### config.mk
export PLATFORM = sky130hd
export DESIGN_NAME = tlul_intg_err_gate
export DESIGN_NICKNAME = d
export VERILOG_FILES = /design/src/rtl/tlul_pkg.sv /design/src/rtl/tlul_rsp_intg_gen.sv /design/src/rtl/tlul_intg_err_gate.sv
export SDC_FILE = /design/constraint.sdc
export NUM_CORES = 1
export LEC_CHECK = 0
export ABC_AREA = 0
export BUFFER_PORTS_ARGS = -buffer_cell sky130_fd_sc_hd__buf_2
export CORE_AREA = 5 5 130 132
export DETAILED_ROUTE_END_ITERATION = 16
export DIE_AREA = 0 0 135 137
export GPL_TIMING_DRIVEN = 0
export MAX_ROUTING_LAYER = met4
export SLEW_MARGIN = 10
export SYNTH_ARGS = -nofsm -noshare
export SYNTH_HDL_FRONTEND = slang
export SYNTH_SLANG_ARGS = --single-unit
### constraint.sdc
create_clock -name clk_i -period 2.3 [get_ports clk_i]
set_input_delay 0.115 -clock clk_i [delete_from_list [all_inputs] [get_ports clk_i]]
set_output_delay 0.115 -clock clk_i [all_outputs]
set_load 0.05 [all_outputs]
### src/rtl/tlul_pkg.sv
// TL-UL types, error-response constants and gate state encoding.
package tlul_pkg;

  localparam int unsigned TL_AW  = 32;
  localparam int unsigned TL_DW  = 32;
  localparam int unsigned TL_DBW = TL_DW / 8;
  localparam int unsigned TL_AIW = 8;
  localparam int unsigned TL_SZW = 2;
  localparam int unsigned IntgW  = 7;

  // Data returned with every locally generated error response.
  localparam logic [TL_DW-1:0] ErrRspData = '1;

  typedef enum logic [2:0] {
    PutFullData    = 3'h0,
    PutPartialData = 3'h1,
    Get            = 3'h4
  } tl_a_op_e;

  typedef enum logic [2:0] {
    AccessAck     = 3'h0,
    AccessAckData = 3'h1
  } tl_d_op_e;

  typedef struct packed {
    logic [IntgW-1:0] cmd_intg;
    logic [IntgW-1:0] data_intg;
  } tl_a_user_t;

  typedef struct packed {
    logic [IntgW-1:0] rsp_intg;
    logic [IntgW-1:0] data_intg;
  } tl_d_user_t;

  typedef struct packed {
    logic              a_valid;
    tl_a_op_e          a_opcode;
    logic [2:0]        a_param;
    logic [TL_SZW-1:0] a_size;
    logic [TL_AIW-1:0] a_source;
    logic [TL_AW-1:0]  a_address;
    logic [TL_DBW-1:0] a_mask;
    logic [TL_DW-1:0]  a_data;
    tl_a_user_t        a_user;
    logic              d_ready;
  } tl_h2d_t;

  typedef struct packed {
    logic              d_valid;
    tl_d_op_e          d_opcode;
    logic [2:0]        d_param;
    logic [TL_SZW-1:0] d_size;
    logic [TL_AIW-1:0] d_source;
    logic              d_sink;
    logic [TL_DW-1:0]  d_data;
    tl_d_user_t        d_user;
    logic              d_error;
    logic              a_ready;
  } tl_d2h_t;

  // One-hot so a single flipped state bit never aliases a legal state.
  typedef enum logic [3:0] {
    PASS   = 4'b0001,
    DRAIN  = 4'b0010,
    ACCEPT = 4'b0100,
    RESP   = 4'b1000
  } gate_state_e;

  // D opcode owed for a given A opcode.
  function automatic tl_d_op_e rsp_opcode(input tl_a_op_e op);
    return (op == Get) ? AccessAckData : AccessAck;
  endfunction

endpackage

### src/rtl/tlul_rsp_intg_gen.sv
// Response and data integrity for the locally generated error response.
module tlul_rsp_intg_gen
  import tlul_pkg::*;
(
  input  tl_d_op_e          opcode,
  input  logic [TL_SZW-1:0] size,
  input  logic [TL_AIW-1:0] source,
  input  logic              error,
  input  logic [TL_DW-1:0]  data,
  output tl_d_user_t        user
);

  localparam logic [IntgW-1:0][TL_DW-1:0] Mask = {
    32'h8F19_D65C, 32'h79A4_37E2, 32'hC672_4B1D, 32'h3C8F_E1A5,
    32'hA1D7_9E46, 32'h5B6D_2C38, 32'h0E3C_5A97
  };

  function automatic logic [IntgW-1:0] encode(input logic [TL_DW-1:0] word);
    logic [IntgW-1:0] code;
    code = '0;
    for (int unsigned i = 0; i < IntgW; i++) code[i] = ^(word & Mask[i]);
    return code;
  endfunction

  logic [TL_DW-1:0] rsp_word;

  // Parity code over the response header and over the data word.
  always_comb begin
    rsp_word       = TL_DW'({opcode, size, source, error});
    user.rsp_intg  = encode(rsp_word);
    user.data_intg = encode(data);
  end

endmodule

### src/rtl/tlul_intg_err_gate.sv
// Blocks integrity-flagged TL-UL requests, drains the device and answers them locally with an error.
module tlul_intg_err_gate
  import tlul_pkg::*;
#(
  parameter int unsigned MaxOutstanding = 4,
  parameter int unsigned ErrCntWidth    = 8,
  parameter bit          FatalLatch     = 1'b1
) (
  input  logic                   clk_i,
  input  logic                   rst_ni,
  input  tl_h2d_t                tl_h_i,
  output tl_d2h_t                tl_h_o,
  output tl_h2d_t                tl_d_o,
  input  tl_d2h_t                tl_d_i,
  input  logic                   chk_en_i,
  input  logic                   intg_err_i,
  output logic                   alert_req_o,
  input  logic                   alert_ack_i,
  output logic                   fatal_o,
  output logic [ErrCntWidth-1:0] err_cnt_o
);

  localparam int unsigned     OutW   = $clog2(MaxOutstanding + 1);
  localparam logic [OutW-1:0] MaxOut = OutW'(MaxOutstanding);

  gate_state_e             state;
  logic [OutW-1:0]         outstanding, outstanding_next;
  logic                    fatal, alert;
  logic [ErrCntWidth-1:0]  err_cnt;
  tl_d_op_e                cap_op;
  logic [TL_SZW-1:0]       cap_size;
  logic [TL_AIW-1:0]       cap_source;
  logic                    bad, new_err, room, inc, dec;
  tl_d_user_t              rsp_user;

  assign bad     = tl_h_i.a_valid & chk_en_i & (intg_err_i | fatal);
  assign new_err = (state == PASS) & tl_h_i.a_valid & chk_en_i & intg_err_i;
  assign room    = outstanding < MaxOut;
  assign inc     = tl_d_o.a_valid & tl_d_i.a_ready;
  assign dec     = tl_d_i.d_valid & tl_d_o.d_ready;

  assign alert_req_o = alert;
  assign fatal_o     = fatal;
  assign err_cnt_o   = err_cnt;

  tlul_rsp_intg_gen u_rsp_intg (
    .opcode (cap_op),
    .size   (cap_size),
    .source (cap_source),
    .error  (1'b1),
    .data   (ErrRspData),
    .user   (rsp_user)
  );

  // Device side: forward clean requests in PASS only, within the in-flight limit.
  always_comb begin
    tl_d_o         = tl_h_i;
    tl_d_o.a_valid = (state == PASS) & tl_h_i.a_valid & ~bad & room;
    tl_d_o.d_ready = (state != RESP) & tl_h_i.d_ready;
  end

  // Host side: device D passes through except while the local error response is driven.
  always_comb begin
    tl_h_o = tl_d_i;
    unique case (state)
      PASS:    tl_h_o.a_ready = tl_d_i.a_ready & ~bad & room;
      DRAIN:   tl_h_o.a_ready = 1'b0;
      ACCEPT:  tl_h_o.a_ready = 1'b1;
      RESP: begin
        tl_h_o.d_valid  = 1'b1;
        tl_h_o.d_opcode = cap_op;
        tl_h_o.d_param  = '0;
        tl_h_o.d_size   = cap_size;
        tl_h_o.d_source = cap_source;
        tl_h_o.d_sink   = 1'b0;
        tl_h_o.d_data   = ErrRspData;
        tl_h_o.d_user   = rsp_user;
        tl_h_o.d_error  = 1'b1;
        tl_h_o.a_ready  = 1'b0;
      end
      default: tl_h_o.a_ready = 1'b0;
    endcase
  end

  // In-flight count after this cycle's device handshakes.
  always_comb begin
    outstanding_next = outstanding;
    if (inc && !dec)      outstanding_next = outstanding + 1'b1;
    else if (dec && !inc) outstanding_next = outstanding - 1'b1;
  end

  // Error sequencer: capture the flagged request, drain, consume it, then respond.
  always_ff @(posedge clk_i or negedge rst_ni) begin
    if (!rst_ni) begin
      state      <= PASS;
      cap_op     <= AccessAck;
      cap_size   <= '0;
      cap_source <= '0;
    end else begin
      unique case (state)
        PASS: if (bad) begin
          cap_op     <= rsp_opcode(tl_h_i.a_opcode);
          cap_size   <= tl_h_i.a_size;
          cap_source <= tl_h_i.a_source;
          state      <= DRAIN;
        end
        DRAIN:   if (outstanding_next == '0) state <= ACCEPT;
        ACCEPT:  state <= RESP;
        RESP:    if (tl_h_i.d_ready) state <= PASS;
        default: state <= PASS;
      endcase
    end
  end

  // Outstanding counter, saturating error count, fatal latch and alert level.
  always_ff @(posedge clk_i or negedge rst_ni) begin
    if (!rst_ni) begin
      outstanding <= '0;
      err_cnt     <= '0;
      fatal       <= 1'b0;
      alert       <= 1'b0;
    end else begin
      outstanding <= outstanding_next;
      alert       <= new_err | (alert & ~alert_ack_i);
      if (new_err) begin
        if (err_cnt != '1) err_cnt <= err_cnt + 1'b1;
        if (FatalLatch)    fatal   <= 1'b1;
      end
    end
  end

  a_only_in_pass: assert property (@(posedge clk_i) disable iff (!rst_ni)
    tl_d_o.a_valid |-> (state == PASS));
  no_d_overlap: assert property (@(posedge clk_i) disable iff (!rst_ni)
    (state == RESP) |-> !tl_d_i.d_valid);
  no_underflow: assert property (@(posedge clk_i) disable iff (!rst_ni)
    (dec && !inc) |-> (outstanding != '0));

endmodule

# Word level (Yosys, flattened, before mapping)
# Index checks and enable logic that the tools add are counted.
[classes] addsub=3 order_cmp=1 eq_ne=10 mux=9 bitwise_logic=17 n_reduce_logical=15
[op_table] cell="XOR reduction 32 bit" n=7
[op_table] cell="two-way mux 65 bit" n=1
[op_table] cell="one-hot mux 4 bit (4 select lines)" n=1
[op_table] cell="bitwise AND 1 bit" n=13
[op_table] cell="two-way mux 4 bit" n=3
[op_table] cell="adder 8 x 1 -> 8 bit (second input constant)" n=1
[op_table] cell="!= test 8 bit (second input constant)" n=1
[op_table] cell="two-way mux 3 bit" n=2
[op_table] cell="!= test 2 bit (second input constant)" n=3
[op_table] cell="== test 4 x 1 -> 1 bit (second input constant)" n=1
[op_table] cell="== test 4 x 2 -> 1 bit (second input constant)" n=1
[op_table] cell="== test 4 x 3 -> 1 bit (second input constant)" n=1
[op_table] cell="== test 4 bit (second input constant)" n=1
[op_table] cell="!= test 4 bit (second input constant)" n=1
[op_table] cell="AND reduction 2 bit" n=2
[op_table] cell="adder 3 x 1 -> 3 bit (second input constant)" n=1
[op_table] cell="== test 3 bit (second input constant)" n=1
[op_table] cell="logical NOT 3 bit" n=1
[op_table] cell="< comparator 3 bit (second input constant)" n=1
[op_table] cell="AND reduction 3 bit" n=1
[op_table] cell="subtractor 3 x 1 -> 3 bit (second input constant)" n=1
[op_table] cell="logical AND 1 bit" n=2
[op_table] cell="logical NOT 1 bit" n=2
[op_table] cell="inverter 1 bit" n=2
[op_table] cell="other kinds (3)" n=4
[word_totals] register_bits=30 input_bits=171 output_inout_bits=176

# Logic depth before layout (Yosys ltp)
[depth] ltp_word=13 ltp_mapped=6 mapped_depth_nobuf=6

# Hierarchy
# From an unflattened synthesis, not the netlist that was laid out.
[unflattened] cells_unflattened=409 hier_area_um2=3611.0
[modules_own_cells] mod="tlul_intg_err_gate" n_inst=1 cells_each=340 area_per_inst_um2=2700.1 seq_area_each_um2=701.9
[modules_own_cells] mod="tlul_rsp_intg_gen" n_inst=1 cells_each=69 area_per_inst_um2=910.9 seq_area_each_um2=0.0

# Worst setup path before layout
# No wires, ideal clock.
[synth_path] kind="reg2out" startpoint="register state[1]" endpoint="output tl_h_o[10] (netlist name)" t_arrival_ns=2.514 path_slack_ns=-0.329 stages_incl_launch_ff=6 path_buffers=3 cell_sequence="dfrtp_1 -> or4b_1 -> buf_2 -> clkbuf_1 -> clkbuf_1 -> o21ai_0"
[synth_rtl] element="start, declared" line="tlul_intg_err_gate.sv:26" source="gate_state_e state;"
[synth_rtl] element="start signal, assigned" line="tlul_intg_err_gate.sv:95" source="state <= PASS;"
[synth_rtl] element="start signal, assigned" line="tlul_intg_err_gate.sv:105" source="state <= DRAIN;"
[synth_rtl] element="start signal, assigned" line="tlul_intg_err_gate.sv:107" source="DRAIN: if (outstanding_next == '0) state <= ACCEPT;"
[synth_rtl] element="end, declared" line="tlul_intg_err_gate.sv:12" source="output tl_d2h_t tl_h_o,"

==> results.tsv <==
metric	value	unit
Slew Viols, Final	0	
routed wl met3	1170	um
DRT antenna net count	0	
Root Driver	clkbuf_16	
asr flop ratio synth	100	%
clk buf depth	2	
sequential fraction of the synthesis area	25.2	%
Synth cell types	39	
unrepaired setup endpoints after global routing	false	
Max FO, Critical Path	15	
pin count of the biggest net entering global routing	29	
maximum clock rate	457	MHz
final antenna diode count	0	
largest family of logic cells by synthesized area	buffers and inverters	
critical path class	flip-flop to output port	
GRT overflow	0	
final hold violations	0	
Adder-Cell Fraction of Synth Area	2.07	%
Slew Limit Headroom	57.7	%
Fin Hold WS	29.6	ps
maximum vdd drop	0.366	mV
Post-DP HPWL	11000	um
setup_tns	0	ps
Final Core Density	28.8	%
final-stage net count	795	
area share of the largest cell type after synthesis	26.4	%
Die Ht	137	um
status	finished clean	
GR Util All Layers	11.6	%
initial antenna violation count	0	
Worst EP required	2180	ps
RePlAce Congestion	0.872	
storage element area	702	um2
final setup skew	2.46	ps
clk sinks	28	
Tmin final	2190	ps
slew of the pin with the lowest slew margin	635	ps
fraction of layout cells with a size suffix above 1	61.0	%
footprint of the multi-input gates	1260	um2
leakage	2.60	nW
Initial Util	17.9	%
Mean Syn Cell Area	7.85	um2
synthesized netlist cell count	355	
DRT iter0 DRCs	55	
Layout Cells excl Fill	836	
H-tree levels	1	
Die ar.	18500	um2
Yosys top cell by area	buf_4	
DRC	0	
Top Layer Used	met4	
via count	3112	
Detailed Route WL	12300	um
Placed Cells	832	
first-pass GRT wire length	16500	um
wl on met1	5010	um
top post-synthesis cells by area	buf_4, dfrtp_1, nand2_1, nand2b_1, xnor2_1	
final setup violating endpoints	0	
Die X	135	um
cell with the most instances after synthesis	buf_4	
Power Total	3.59	mW
arrival time of the worst setup path	2080	ps
Detailed Routing Iterations Pass 1	4	
multiplexer area fraction after synthesis	1.53	%
Cell Rows	46	
Synth Area in Compound Gates	4.22	%
#FFs+latches synth	28	
CTS tree	done	
most frequent cells after synthesis	buf_4, nand2_1, nand2b_1	
Most used DFF post-synth	dfrtp_1	
crit share post-route	95.2	%
pwr dens	799	nW/um2
max_cap viols	0	
post-synthesis simple-gate area fraction	27.4	%
Hold Path Class	primary input to flip-flop	
P&R area growth vs syn	61.3	%
Clock Latency Late Sink	260	ps
routed vias/inst	3.72	
Avg WL per Cell	14.8	um
Core ar.	15600	um2
CP Launch Type	flip-flop	
Post-CTS Setup Repair Bufs	0	
CP endpoint kind	output port	
TritonCTS Buffers	3	
met2 routed WL	6070	um
Worst-path clk slew	70	ps
synthesized cell area	2790	um2
vias in the first global route	2926	
Ports	347	
Post-synth EDFFs	0	
I/O Buffers	261	
Ys Warns	0	
syn nets	529	
Synth Area in XOR/XNOR	10.0	%
fillers	1745	
==> cell usage in the layout (no fill, tap or decap), drive strengths merged, types with 5 or more instances in the layout <==
cell | netlist | final
clkbuf | 10 | 12
nand2b | 39 | 39
nand4 | 5 | 5
nor2 | 6 | 6
buf | 102 | 363
xnor2 | 20 | 20
and2 | 12 | 12
dfrtp | 27 | 27
nand2 | 73 | 73
o21ai | 12 | 12
xor2 | 11 | 11
inv | 5 | 5
==> flip-flops by register name, summed over array words and instances (netlist names) <==
name / count
cap_size: 2
cap_source: 8
cap_op: 1
err_cnt_o: 8
outstanding: 3
alert_req_o: 1
state: 4
fatal_o: 1
==> power breakdown <==
| part | switching, mW | internal (mW) |
|---|---|---|
| combinational | 1.41 | 0.820 |
| clock | 0.167 | 0.347 |
| sequential | 0.193 | 0.652 |
| total | 1.77 | 1.82 |
==> worst paths after layout <==
path                            depth (start not counted)         start  slack (ps)            to
worst max-delay path                                    5      state[1]         110    tl_h_o[10]
worst min-delay path                                    2   alert_ack_i          30   alert_req_o
worst max register to register                          6      state[0]         200   cap_size[1]
worst min register to register                          1  err_cnt_o[7]         500  err_cnt_o[7]
max in group asynchronous                               2        rst_ni        1480   cap_size[0]
min in group asynchronous                               2        rst_ni         410  err_cnt_o[7]
==> cell families (layout without fill, tap and decap cells) <==
family / count (synthesis) / count (layout)
simple gates: 150 / 150
buf+inv: 118 / 383
xor+xnor: 31 / 31
flops: 28 / 28
compound gates: 19 / 19
fa+ha+maj: 5 / 5
mux: 4 / 4
==> cell type report <==
type / count / area share [%]
buffer: 111 / 17.9
tap: 216 / 6.02
inverter: 6 / 0.529
multi-input combinational: 209 / 28.1
sequential: 28 / 15.6
clock inverter: 1 / 0.669
timing repair buffer: 262 / 29.5
clock buffer: 3 / 1.67
==> per-layer routing <==
layer | GRT usage, % | up-vias
met5 | - | -
met4 | 1.40 | 0
met3 | 2.24 | 7
met2 | 19.4 | 166
met1 | 15.2 | 1393
li1 | - | 1546
==> what timing repair did <==
item                                    4_1_cts  5_1_grt
hold endpoints to repair                     27        0
gates cloned                                  0        0
gates resized for setup                       9        6
endpoints found under the setup margin       63       24
hold buffers                                  1        0
==> critical path, stage by stage, from the launching register on <==
cell      delay, ps
dfrtp_1         420
or4b_1          500
buf_4           210
clkbuf_4        210
o21ai_1         220
buf_4           240
==> metrics by stage <==
| step | instance area (um2) | setup slack [ps] |
|---|---|---|
| floorplan | 2790 | -329 |
| global placement | 4360 | -184 |
| detailed placement | 4360 | -194 |
| CTS | 4490 | 15.3 |
| global route | 4490 | 0.170 |
| finish | 4490 | 110 |
No activity file was read; power rests on OpenSTA's default activity.
